`config.mk`:
```
export PLATFORM = sky130hd
export DESIGN_NAME = keypad_scanner
export DESIGN_NICKNAME = d
export VERILOG_FILES = /design/src/rtl/keypad_scanner.sv
export SDC_FILE = /design/constraint.sdc
export NUM_CORES = 1
export LEC_CHECK = 0
export ABC_AREA = 1
export BUFFER_PORTS_ARGS = -buffer_cell sky130_fd_sc_hd__buf_4
export CORE_MARGIN = 2
export CORE_UTILIZATION = 51
export DETAILED_ROUTE_END_ITERATION = 6
export GPL_TIMING_DRIVEN = 0
export PLACE_DENSITY = 0.79
export SLEW_MARGIN = 15
export SYNTH_ARGS = -nofsm -noshare
export SYNTH_HDL_FRONTEND = slang
export SYNTH_SLANG_ARGS = --single-unit
```
`constraint.sdc`:
```
create_clock -name clock -period 1.7 [get_ports clock]
set_input_delay 0.17 -clock clock [delete_from_list [all_inputs] [get_ports clock]]
set_output_delay 0.17 -clock clock [all_outputs]
set_load 0.01 [all_outputs]
```
`src/rtl/keypad_scanner.sv`:
```
`default_nettype none
// ============================================================================
// Module   : keypad_scanner
// Brief    : 4x4 hex keypad column scanner with row sync, debounce and a
//            one-cycle valid strobe carrying the accepted key code.
// Revision : 1.0
// ============================================================================
module keypad_scanner #(
    parameter int SETTLE_CYCLES   = 3,
    parameter int DEBOUNCE_CYCLES = 16
) (
    input  logic       clock,
    input  logic       reset_n,
    input  logic [3:0] row,
    output logic [3:0] col,
    output logic [3:0] code,
    output logic       valid
);
    localparam int C_MAX_CYCLES = (SETTLE_CYCLES > DEBOUNCE_CYCLES) ? SETTLE_CYCLES : DEBOUNCE_CYCLES;
    localparam int CNT_W        = $clog2(C_MAX_CYCLES) + 1;

    localparam logic [CNT_W-1:0] C_SETTLE_LAST = CNT_W'(SETTLE_CYCLES - 1);
    localparam logic [CNT_W-1:0] C_DEB_LAST    = CNT_W'(DEBOUNCE_CYCLES - 1);

    localparam logic [2:0] C_ST_IDLE     = 3'd0;
    localparam logic [2:0] C_ST_SCAN     = 3'd1;
    localparam logic [2:0] C_ST_DEBOUNCE = 3'd2;
    localparam logic [2:0] C_ST_VALID    = 3'd3;
    localparam logic [2:0] C_ST_RELEASE  = 3'd4;

    logic [2:0]       state_q,   state_d;
    logic [CNT_W-1:0] cnt_q,     cnt_d;
    logic [1:0]       col_idx_q, col_idx_d;
    logic [1:0]       row_idx_q, row_idx_d;
    logic [3:0]       code_q,    code_d;
    logic [3:0]       col_q,     col_d;
    logic [3:0]       row_meta_q, row_s_q;
    logic [1:0]       row_low;

    // Rows are asynchronous to clock; every decision looks at row_s_q only.
    always_ff @(posedge clock or negedge reset_n) begin
        if (!reset_n) begin
            row_meta_q <= 4'b0000;
            row_s_q    <= 4'b0000;
        end else begin
            row_meta_q <= row;
            row_s_q    <= row_meta_q;
        end
    end

    always_ff @(posedge clock or negedge reset_n) begin
        if (!reset_n) begin
            state_q   <= C_ST_IDLE;
            cnt_q     <= '0;
            col_idx_q <= 2'd0;
            row_idx_q <= 2'd0;
            code_q    <= 4'h0;
            col_q     <= 4'b1111;
        end else begin
            state_q   <= state_d;
            cnt_q     <= cnt_d;
            col_idx_q <= col_idx_d;
            row_idx_q <= row_idx_d;
            code_q    <= code_d;
            col_q     <= col_d;
        end
    end

    always_comb begin
        row_low = 2'd0;
        for (int i = 3; i >= 0; i--) begin
            if (row_s_q[i]) row_low = 2'(i);
        end
    end

    always_comb begin
        state_d   = state_q;
        cnt_d     = cnt_q;
        col_idx_d = col_idx_q;
        row_idx_d = row_idx_q;
        code_d    = code_q;
        case (state_q)
            C_ST_IDLE: begin
                if (row_s_q != 4'b0000) begin
                    state_d   = C_ST_SCAN;
                    col_idx_d = 2'd0;
                    cnt_d     = '0;
                end
            end
            C_ST_SCAN: begin
                if (cnt_q == C_SETTLE_LAST) begin
                    cnt_d = '0;
                    if (row_s_q != 4'b0000) begin
                        row_idx_d = row_low;
                        state_d   = C_ST_DEBOUNCE;
                    end else if (col_idx_q == 2'd3) begin
                        state_d = C_ST_IDLE;
                    end else begin
                        col_idx_d = col_idx_q + 2'd1;
                    end
                end else begin
                    cnt_d = cnt_q + 1'b1;
                end
            end
            C_ST_DEBOUNCE: begin
                if (!row_s_q[row_idx_q]) begin
                    state_d = C_ST_IDLE;
                    cnt_d   = '0;
                end else if (cnt_q == C_DEB_LAST) begin
                    state_d = C_ST_VALID;
                    code_d  = {row_idx_q, col_idx_q};
                    cnt_d   = '0;
                end else begin
                    cnt_d = cnt_q + 1'b1;
                end
            end
            C_ST_VALID: begin
                state_d = C_ST_RELEASE;
                cnt_d   = '0;
            end
            C_ST_RELEASE: begin
                // Only the captured key is watched; other keys wait for IDLE.
                if (row_s_q[row_idx_q]) begin
                    cnt_d = '0;
                end else if (cnt_q == C_DEB_LAST) begin
                    state_d = C_ST_IDLE;
                    cnt_d   = '0;
                end else begin
                    cnt_d = cnt_q + 1'b1;
                end
            end
            default: begin
                state_d = C_ST_IDLE;
                cnt_d   = '0;
            end
        endcase
    end

    // col is registered from the next state so it always matches state_q.
    always_comb begin
        col_d = (state_d == C_ST_IDLE) ? 4'b1111 : (4'b0001 << col_idx_d);
        valid = (state_q == C_ST_VALID);
    end

    assign col  = col_q;
    assign code = code_q;

endmodule
`default_nettype wire

```
# ---- Yosys cells after proc, flatten, opt, wreduce, memory -nomap -nowiden
# Cells that the tools add are included.
dict set report classes {
  addsub 2
  mux 27
  order_cmp 1
  shift 1
  reduce_logical 5
  n_eq_ne 8
}
# cell count
set ops {}
lappend ops {{5-bit 2-to-1 mux} 5}
lappend ops {{3-bit 2-to-1 mux} 8}
lappend ops {{5-bit one-hot mux with 4 select lines} 1}
lappend ops {{2-bit 2-to-1 mux} 8}
lappend ops {{3-bit one-hot mux with 5 select lines} 1}
lappend ops {{3-bit by 2-bit equality test with 1-bit output (second input constant)} 2}
lappend ops {{3-bit zero test} 2}
lappend ops {{3-bit AND reduction} 2}
lappend ops {{5-bit by 1-bit adder with 5-bit output (second input constant)} 1}
lappend ops {{5-bit by 2-bit equality test with 1-bit output (second input constant)} 1}
lappend ops {{5-bit by 4-bit equality test with 1-bit output (second input constant)} 1}
lappend ops {{4-bit 2-to-1 mux} 1}
lappend ops {{2-bit one-hot mux with 2 select lines} 1}
lappend ops {{4-bit nonzero test} 1}
lappend ops {{1-bit by 2-bit << shifter with 4-bit output (first input constant)} 1}
lappend ops {{3-bit by 1-bit equality test with 1-bit output (second input constant)} 1}
lappend ops {{3-bit equality test (second input constant)} 1}
lappend ops {{2-bit by 3-bit less-than comparator with 1-bit output (second input constant)} 1}
lappend ops {{2-bit by 1-bit adder with 2-bit output (second input constant)} 1}
lappend ops {{1-bit binary-select mux with 2-bit select} 1}
lappend ops {{2-bit equality test (second input constant)} 1}
lappend ops {{2-bit != test (second input constant)} 1}
lappend ops {{1-bit 2-to-1 mux} 1}
dict set report word_totals {
  out_inout_bits 9
  register_bits 28
}

# ---- Logic depth before layout (Yosys ltp)
# Gate-level depths: netlist of the first run.
dict set report logic_depth {
  depth_word 7
  ltp_mapped 12
  ltp_nobuf 12
}

# ---- Worst setup path before layout of the first run
# No wires, ideal clock.
dict set report synth_path {
  path_type {reg2reg}
  start {reg cnt_q[1]}
  end {reg code_q[3] (netlist: code[3])}
  n_path_buf 0
  path_stages_with_launch 10
  required_time_ps 1573
  slack_ps 96
  t_arrival_ps 1478
  cell_sequence {dfrtp_1 > ha_1 > nand3_1 > inv_1 > ha_1 > inv_1 > nor3_4 > inv_1 > nand2_1 > o21ai_0}
}
dict set report synth_via {
  elab_chain_cells 2
}
# element line
set synth_lines {}
lappend synth_lines {{from (decl)} 32} ;# logic [CNT_W-1:0] cnt_q, cnt_d;
lappend synth_lines {{from (signal assigned)} 61} ;# cnt_q <= cnt_d;
lappend synth_lines {{5-bit by 4-bit equality test with 1-bit output} 109} ;# end else if (cnt_q == C_DEB_LAST) begin
lappend synth_lines {{3-bit AND reduction (no line)} --}
lappend synth_lines {{to (signal assigned)} 64} ;# code_q <= code_d;
lappend synth_lines {{to (decl)} 35} ;# logic [3:0] code_q, code_d;
# Every way passes these cells.
# A chain may end at the register's enable or synchronous reset.

# ---- Final worst setup path of the first run
dict set report layout_path {
  start {reg cnt_q[0]}
  end {reg col_q[1] (netlist: col[1])}
}
dict set report layout_via {
  elab_chain_cells 6
  word_cells_on_any_way 13
}
# element line
set layout_lines {}
lappend layout_lines {{5-bit by 4-bit equality test with 1-bit output} {109, 125}}
lappend layout_lines {{3-bit 2-to-1 mux, on equally long branches} {125, 109}}
lappend layout_lines {{3-bit 2-to-1 mux, on equally long branches} {123, 106}}
lappend layout_lines {{3-bit one-hot mux with 5 select lines *} 82} ;# case (state_q)
lappend layout_lines {{via state_d[1]} 31} ;# logic [2:0] state_q, state_d;
lappend layout_lines {{3-bit zero test *} 141} ;# col_d = (state_d == C_ST_IDLE) ? 4'b1111 : (4'b0001 << col_idx_d);
lappend layout_lines {{4-bit 2-to-1 mux *} 141}
lappend layout_lines {{via col_d[1]} 36} ;# logic [3:0] col_q, col_d;
lappend layout_lines {{to (signal assigned)} 65} ;# col_q <= col_d;
lappend layout_lines {{to (decl)} 36}
# The timed path passes the listed nets; every way through them passes the cells marked *.

==> flow_summary.ini, run 1 <==
[outcome]
status = finished clean

[final_layout]
antenna_cells = 0
syn_to_final_growth_pct = 25.3
fin_nets = 207
drive_gt1_share_pct = 34.7
layout_common_cells = 36 x nand2_1, 24 x dfrtp_1, 19 x buf_4
final_common_cell = nand2_1

[clock_network]
cts-htree-levels = 1
clock_sinks = 28
insertion_delay_ns = 0.34
cts_buffer_depth = 2
numCtsBuffers = 3
cts_root_buf = clkbuf_4
path_clk_slew_ns = 0.16
cts_tree = done

[placement]
post-dp-hpwl_um = 2050
pre_cts_ws_ns = -0.201
port-buffer-count = 14
gp_congestion = 0.908

[logic_synthesis]
synth_cell_types = 26
yosysWarnings = 0
synth_seq_cells = 28
synth_fa_ha_area_share_pct = 3.49
synth_simple_gate_area_share_pct = 33.8
synth_xor_xnor_area_share_pct = 0.611
syn-cell-area_mm2 = 0.00143
synth_compound_area_share_pct = 5.24
synth_top_family_by_area = simple AND/OR/NAND/NOR gates
synth_nets = 177
synth_seq_area_share_pct = 49.3
syn_area_per_cell_um2 = 8.58
syn_inst = 167
synth_mux_area_share_pct = 0

[grt]
grtUsageMet1_pct = 22.0
grt-ovfl-total = 0
track_usage_pct = 19.7
grt_max_degree = 29
antenna_found_initial = 0
grt_pass1_vias = 1191
top_usage_layer = met2
met2_usage_pct = 37.3
grt_pass1_wl_um = 4960
met3_usage_pct = 2.95

[routing]
wl_per_cell_um = 13.9
drtIter0Drc = 46
drc = 0
ant_nets = 0
first_pass_iters = 4
viasPerCell = 5.42
wirelength_um = 3160
vias = 1230

[critical_path]
worstPathArrival_ns = 1.96
crit_path_end_kind = flip-flop
crit_start = cnt_q[0]$_DFFE_PN0P_
r2r_slack_ns = 0.04
start_kind = flip-flop
cp.required_ns = 2.00
cp_max_fo = 4
reg2reg_from = cnt_q[0]$_DFFE_PN0P_
worstSetupPathType = flip-flop to flip-flop

[floorplanning]
die_width_um = 57
ioPinCount = 15
row_count = 19
chipHeight_um = 57
start_util_pct = 52.9
die_area_mm2 = 0.00325
core_mm2 = 0.00271

[timing]
setup_tns_ns = 0
whs_ns = 0.253
slew_violations = 0
max_freq_mhz = 602
fin_crit_sh_pct = 97.7
hold_viol_final = 0
worst_clock_skew_ns = 0.00984
final.min_clock_period_ns = 1.66
slew_headroom_pct = 69.2
final-setup-viol-count = 0
worst_slew_pin_slew_ns = 0.459
worst_slack_ns = 0.0394

[power]
power_mw = 2.80
peakVddDrop_uv = 1470
powerDensity_mw_per_mm2 = 1560
power.leakage_nw = 0.871

[run]
maxCapViolCount = 0

[worst_hold_path]
min_path_type = input pin to async pin
[per-stage QoR]
step	utilization, %	cell area, µm²	std cells
after floorplan	-	1430	167
after global placement	58.2	1580	212
after detailed placement	58.2	1580	212
after CTS	63.1	1710	224
after global routing	66.3	1800	227
final	66.3	1800	227
[flip-flops by register name, indices dropped and copies added (netlist names)]
signal	count
cnt_q	5
row_meta_q	4
row_idx_q	2
code	4
col_idx_q	2
state_q	3
row_s_q	4
col	4
[worst max-delay path, cell delays in order, from the launching register on]
cell and delay, ns:
dfrtp_1 0.44, buf_6 0.14, clkinv_4 0.05, ha_4 0.14
nand2_1 0.06, nor2_2 0.19, nand3_1 0.21, o21ai_2 0.15
nor2_2 0.07, nand2_2 0.10, nand2_1 0.06
[layout make-up]
| cell class | instances | area [µm²] |
|---|---|---|
| flip-flops and latches | 28 | 706 |
| multi-input cells | 112 | 678 |
| well taps | 31 | 38.8 |
| repair buffers | 25 | 204 |
| fillers | 222 | 915 |
| clock buffers | 3 | 22.5 |
| clock inverters | 1 | 30.0 |
| inverters | 26 | 105 |
| plain buffers | 1 | 11.3 |
[cell usage after synthesis]
master	instances	area, µm²
nand2_1	40	150
dfrtp_1	24	601
inv_1	20	75.1
nand3_1	18	90.1
nor2_1	9	33.8
nand4_1	8	50.1
nor2_2	7	43.8
inv_2	6	22.5
nand2_2	6	37.5
dfstp_2	4	105
ha_1	4	50.1
o21ai_0	3	15.0
nand2_4	2	22.5
nand3_2	2	20.0
nor3_1	2	10.0
o2111ai_1	2	17.5
a21oi_1	1	5.00
a21oi_2	1	8.76
a22oi_1	1	7.51
buf_6	1	11.3
nor3_2	1	10.0
nor3_4	1	16.3
o21ai_1	1	5.00
o21ai_2	1	8.76
o31ai_1	1	7.51
xnor2_1	1	8.76
[power by group]
part	leakage, nW	total [mW]	switching, mW	internal (mW)
Clock	0.0279	0.448	0.209	0.239
Combinational	0.496	1.41	0.852	0.554
Sequential	0.347	0.945	0.110	0.835
[timing repair]
action,CTS,global route
endpoints found under the setup margin,8,11
hold endpoints to repair,28,0
hold buffers,5,0
resized for setup,7,18
pin swaps,0,8
buffers inserted,3,3
[worst paths after layout]
kind                                             end  depth (start not counted)
min in group clock              row_s_q[1]$_DFF_PN0_                          0
max in group asynchronous           col[3]$_DFF_PN1_                          2
worst max-delay path                col[1]$_DFF_PN1_                         10
worst max register to register      col[1]$_DFF_PN1_                         10
worst min register to register  row_s_q[1]$_DFF_PN0_                          0
worst min-delay path            cnt_q[4]$_DFFE_PN0P_                          2
[cell families (layout without fill, tap and decap cells)]
group	count (synthesis)	count (layout)
and+or+nand+nor	96	96
DFF	28	28
buffers and inverters	27	56
AOI/OAI and AO/OA	11	11
adders and majority gates	4	4
xor gates and xnor gates	1	1
[metal layers]
layer,part of all wire [%],wire [µm],vias up
li1,-,-,596
met2,54,1700,36
met4,1.8,57,0
met5,0,0,-
met3,4.2,133,7
met1,40,1280,591
Power figures use the tool's default switching activity.
==> run 2: changes to the inputs <==
==> constraint.sdc (replaced) <==
create_clock -name clock -period 1.7 [get_ports clock]
set_input_delay 0.17 -clock clock [delete_from_list [all_inputs] [get_ports clock]]
set_output_delay 0.17 -clock clock [all_outputs]
set_load 0.1 [all_outputs]
==> run 2 against run 1 <==
Against the previous run:
- count of clock-buffer cells in the layout rose by 1
- wire length fell by 3.5%
- fmax rose by 2.3%
- non-clock buffer count rose by 3
- critical endpoint unchanged
==> flow_summary.ini, run 2 (synthesis results as in run 1) <==
[placement]
dpl_cell_area_mm2 = 0.00159
post-dp-hpwl_um = 2010
port-buffer-count = 14
gp_congestion = 0.883

[timing]
whs_ns = 0.264
slew_headroom_pct = 73.5
fin_crit_sh_pct = 95.5
slew_violations = 0
worst_slew_pin_slew_ns = 0.395
worst_clock_skew_ns = 0.00771
hold_viol_final = 0
max_freq_mhz = 616
final.min_clock_period_ns = 1.62
final-setup-viol-count = 0

[grt]
grt_pass1_wl_um = 5060
track_usage_pct = 19.8
grt_pass1_vias = 1177
antenna_found_initial = 0
grt_max_degree = 29
grt-ovfl-total = 0

[critical_path]
worstPathArrival_ns = 1.91
cp_max_fo = 4
crit_chain = buf_6, inv_6, ha_4, inv_2, nor2_4, nand2_2, nand2_2, nand2_1, nand2_1, nand2_1, nor2_2, nand2_2, nand2_1
cp.required_ns = 1.99
crit_path_end_kind = flip-flop
worstSetupPathType = flip-flop to flip-flop
crit_top_cell = nand2_1
critPathSlowestCell = dfrtp_1
critPathMaxStageDelay_ns = 0.44
start_kind = flip-flop

[final_layout]
ff_latch_area_um2 = 706
multi_input_area_um2 = 692
fin_nets = 210
top_register = cnt_q
nFillCells = 219
final_common_cell = nand2_1
layout_common_cells = 39 x nand2_1, 24 x dfrtp_1, 22 x buf_4
largest_register_ffs = 5
antenna_cells = 0
syn_to_final_growth_pct = 26.6
fin_area_mm2 = 0.00181
drive_gt1_share_pct = 36.2

[power]
power.leakage_nw = 0.876
powerDensity_mw_per_mm2 = 1640
peakVddDrop_uv = 1380
power_mw = 2.98

[clock_network]
cts_root_buf = clkbuf_4
cts_buffer_depth = 2
cts-htree-levels = 1
cts_tree = done
numCtsBuffers = 3
path_clk_slew_ns = 0.15
clock_sinks = 28
insertion_delay_ns = 0.34

[floorplanning]
chipHeight_um = 57
ioPinCount = 15
start_util_pct = 52.9
die_area_mm2 = 0.00325
core_mm2 = 0.00271
row_count = 19
die_width_um = 57

[routing]
vias = 1229
wirelength_um = 3050
first_pass_iters = 4
ant_nets = 0
wl_per_cell_um = 13.3
drc = 0
drtIter0Drc = 27
viasPerCell = 5.34

[outcome]
status = finished clean

[run]
maxCapViolCount = 0

[worst_hold_path]
min_path_type = input pin to async pin
==> run 2: repair_timing <==
action | 4_1_cts | 5_1_grt
setup endpoints to repair | 8 | 12
hold buffers | 5 | 0
resized for setup | 3 | 17
pin swaps | 1 | 9
setup buffers | 3 | 6
cloned | 0 | 0
endpoints found under the hold margin | 28 | 0
==> run 2: worst paths after layout <==
check	startpoint	to	slack, ns	cells past startpoint
min in group clock	row_meta_q[2]$_DFF_PN0_	row_s_q[2]$_DFF_PN0_	0.37	0
worst max-delay path	cnt_q[0]$_DFFE_PN0P_	col[1]$_DFF_PN1_	0.08	13
worst min-delay path	reset_n	code[2]$_DFFE_PN0P_	0.26	2
worst max register to register	cnt_q[0]$_DFFE_PN0P_	col[1]$_DFF_PN1_	0.08	13
worst min register to register	row_meta_q[2]$_DFF_PN0_	row_s_q[2]$_DFF_PN0_	0.37	0
max in group asynchronous	reset_n	col[1]$_DFF_PN1_	1.12	2
==> run 2: layout make-up <==
class / count / share of cell area [%]
well taps: 31 / 2.14
multi-input cells: 112 / 38.2
plain buffers: 1 / 0.621
repair buffers: 28 / 12.5
inverters: 26 / 5.66
clock buffers: 4 / 2.00
flip-flops and latches: 28 / 38.9
==> run 2: critical path, delay by kind of cell (launching register included) <==
kind | cells | cell delay, ns
fa+ha+maj | 1 | 0.12
buf+inv | 3 | 0.24
flops | 1 | 0.44
simple gates | 9 | 0.77
==> run 2: power breakdown <==
group / switching (mW) / internal, mW
Sequential: 0.123 / 0.835
Combinational: 1.12 / 0.572
Clock: 0.195 / 0.131
Total: 1.44 / 1.54
==> run 2: per-layer routing <==
metal | global-route usage [%] | part of all wire, %
met2 | 32.2 | 52
met5 | 0 | 0
met3 | 3.40 | 3.8
met4 | 8.97 | 2.3
met1 | 26.3 | 42
==> run 2: per-stage QoR <==
stage	TNS [ns]	util (%)	setup WS, ns	std cells
5_1_grt	-0.0500	66.9	-0.0223	230
6_report	0	66.9	0.0763	230
4_1_cts	0	62.8	0.00247	224
2_1_floorplan	0	-	0.0214	167
3_3_place_gp	-0.533	58.6	-0.141	212
3_5_place_dp	-0.828	58.6	-0.167	212
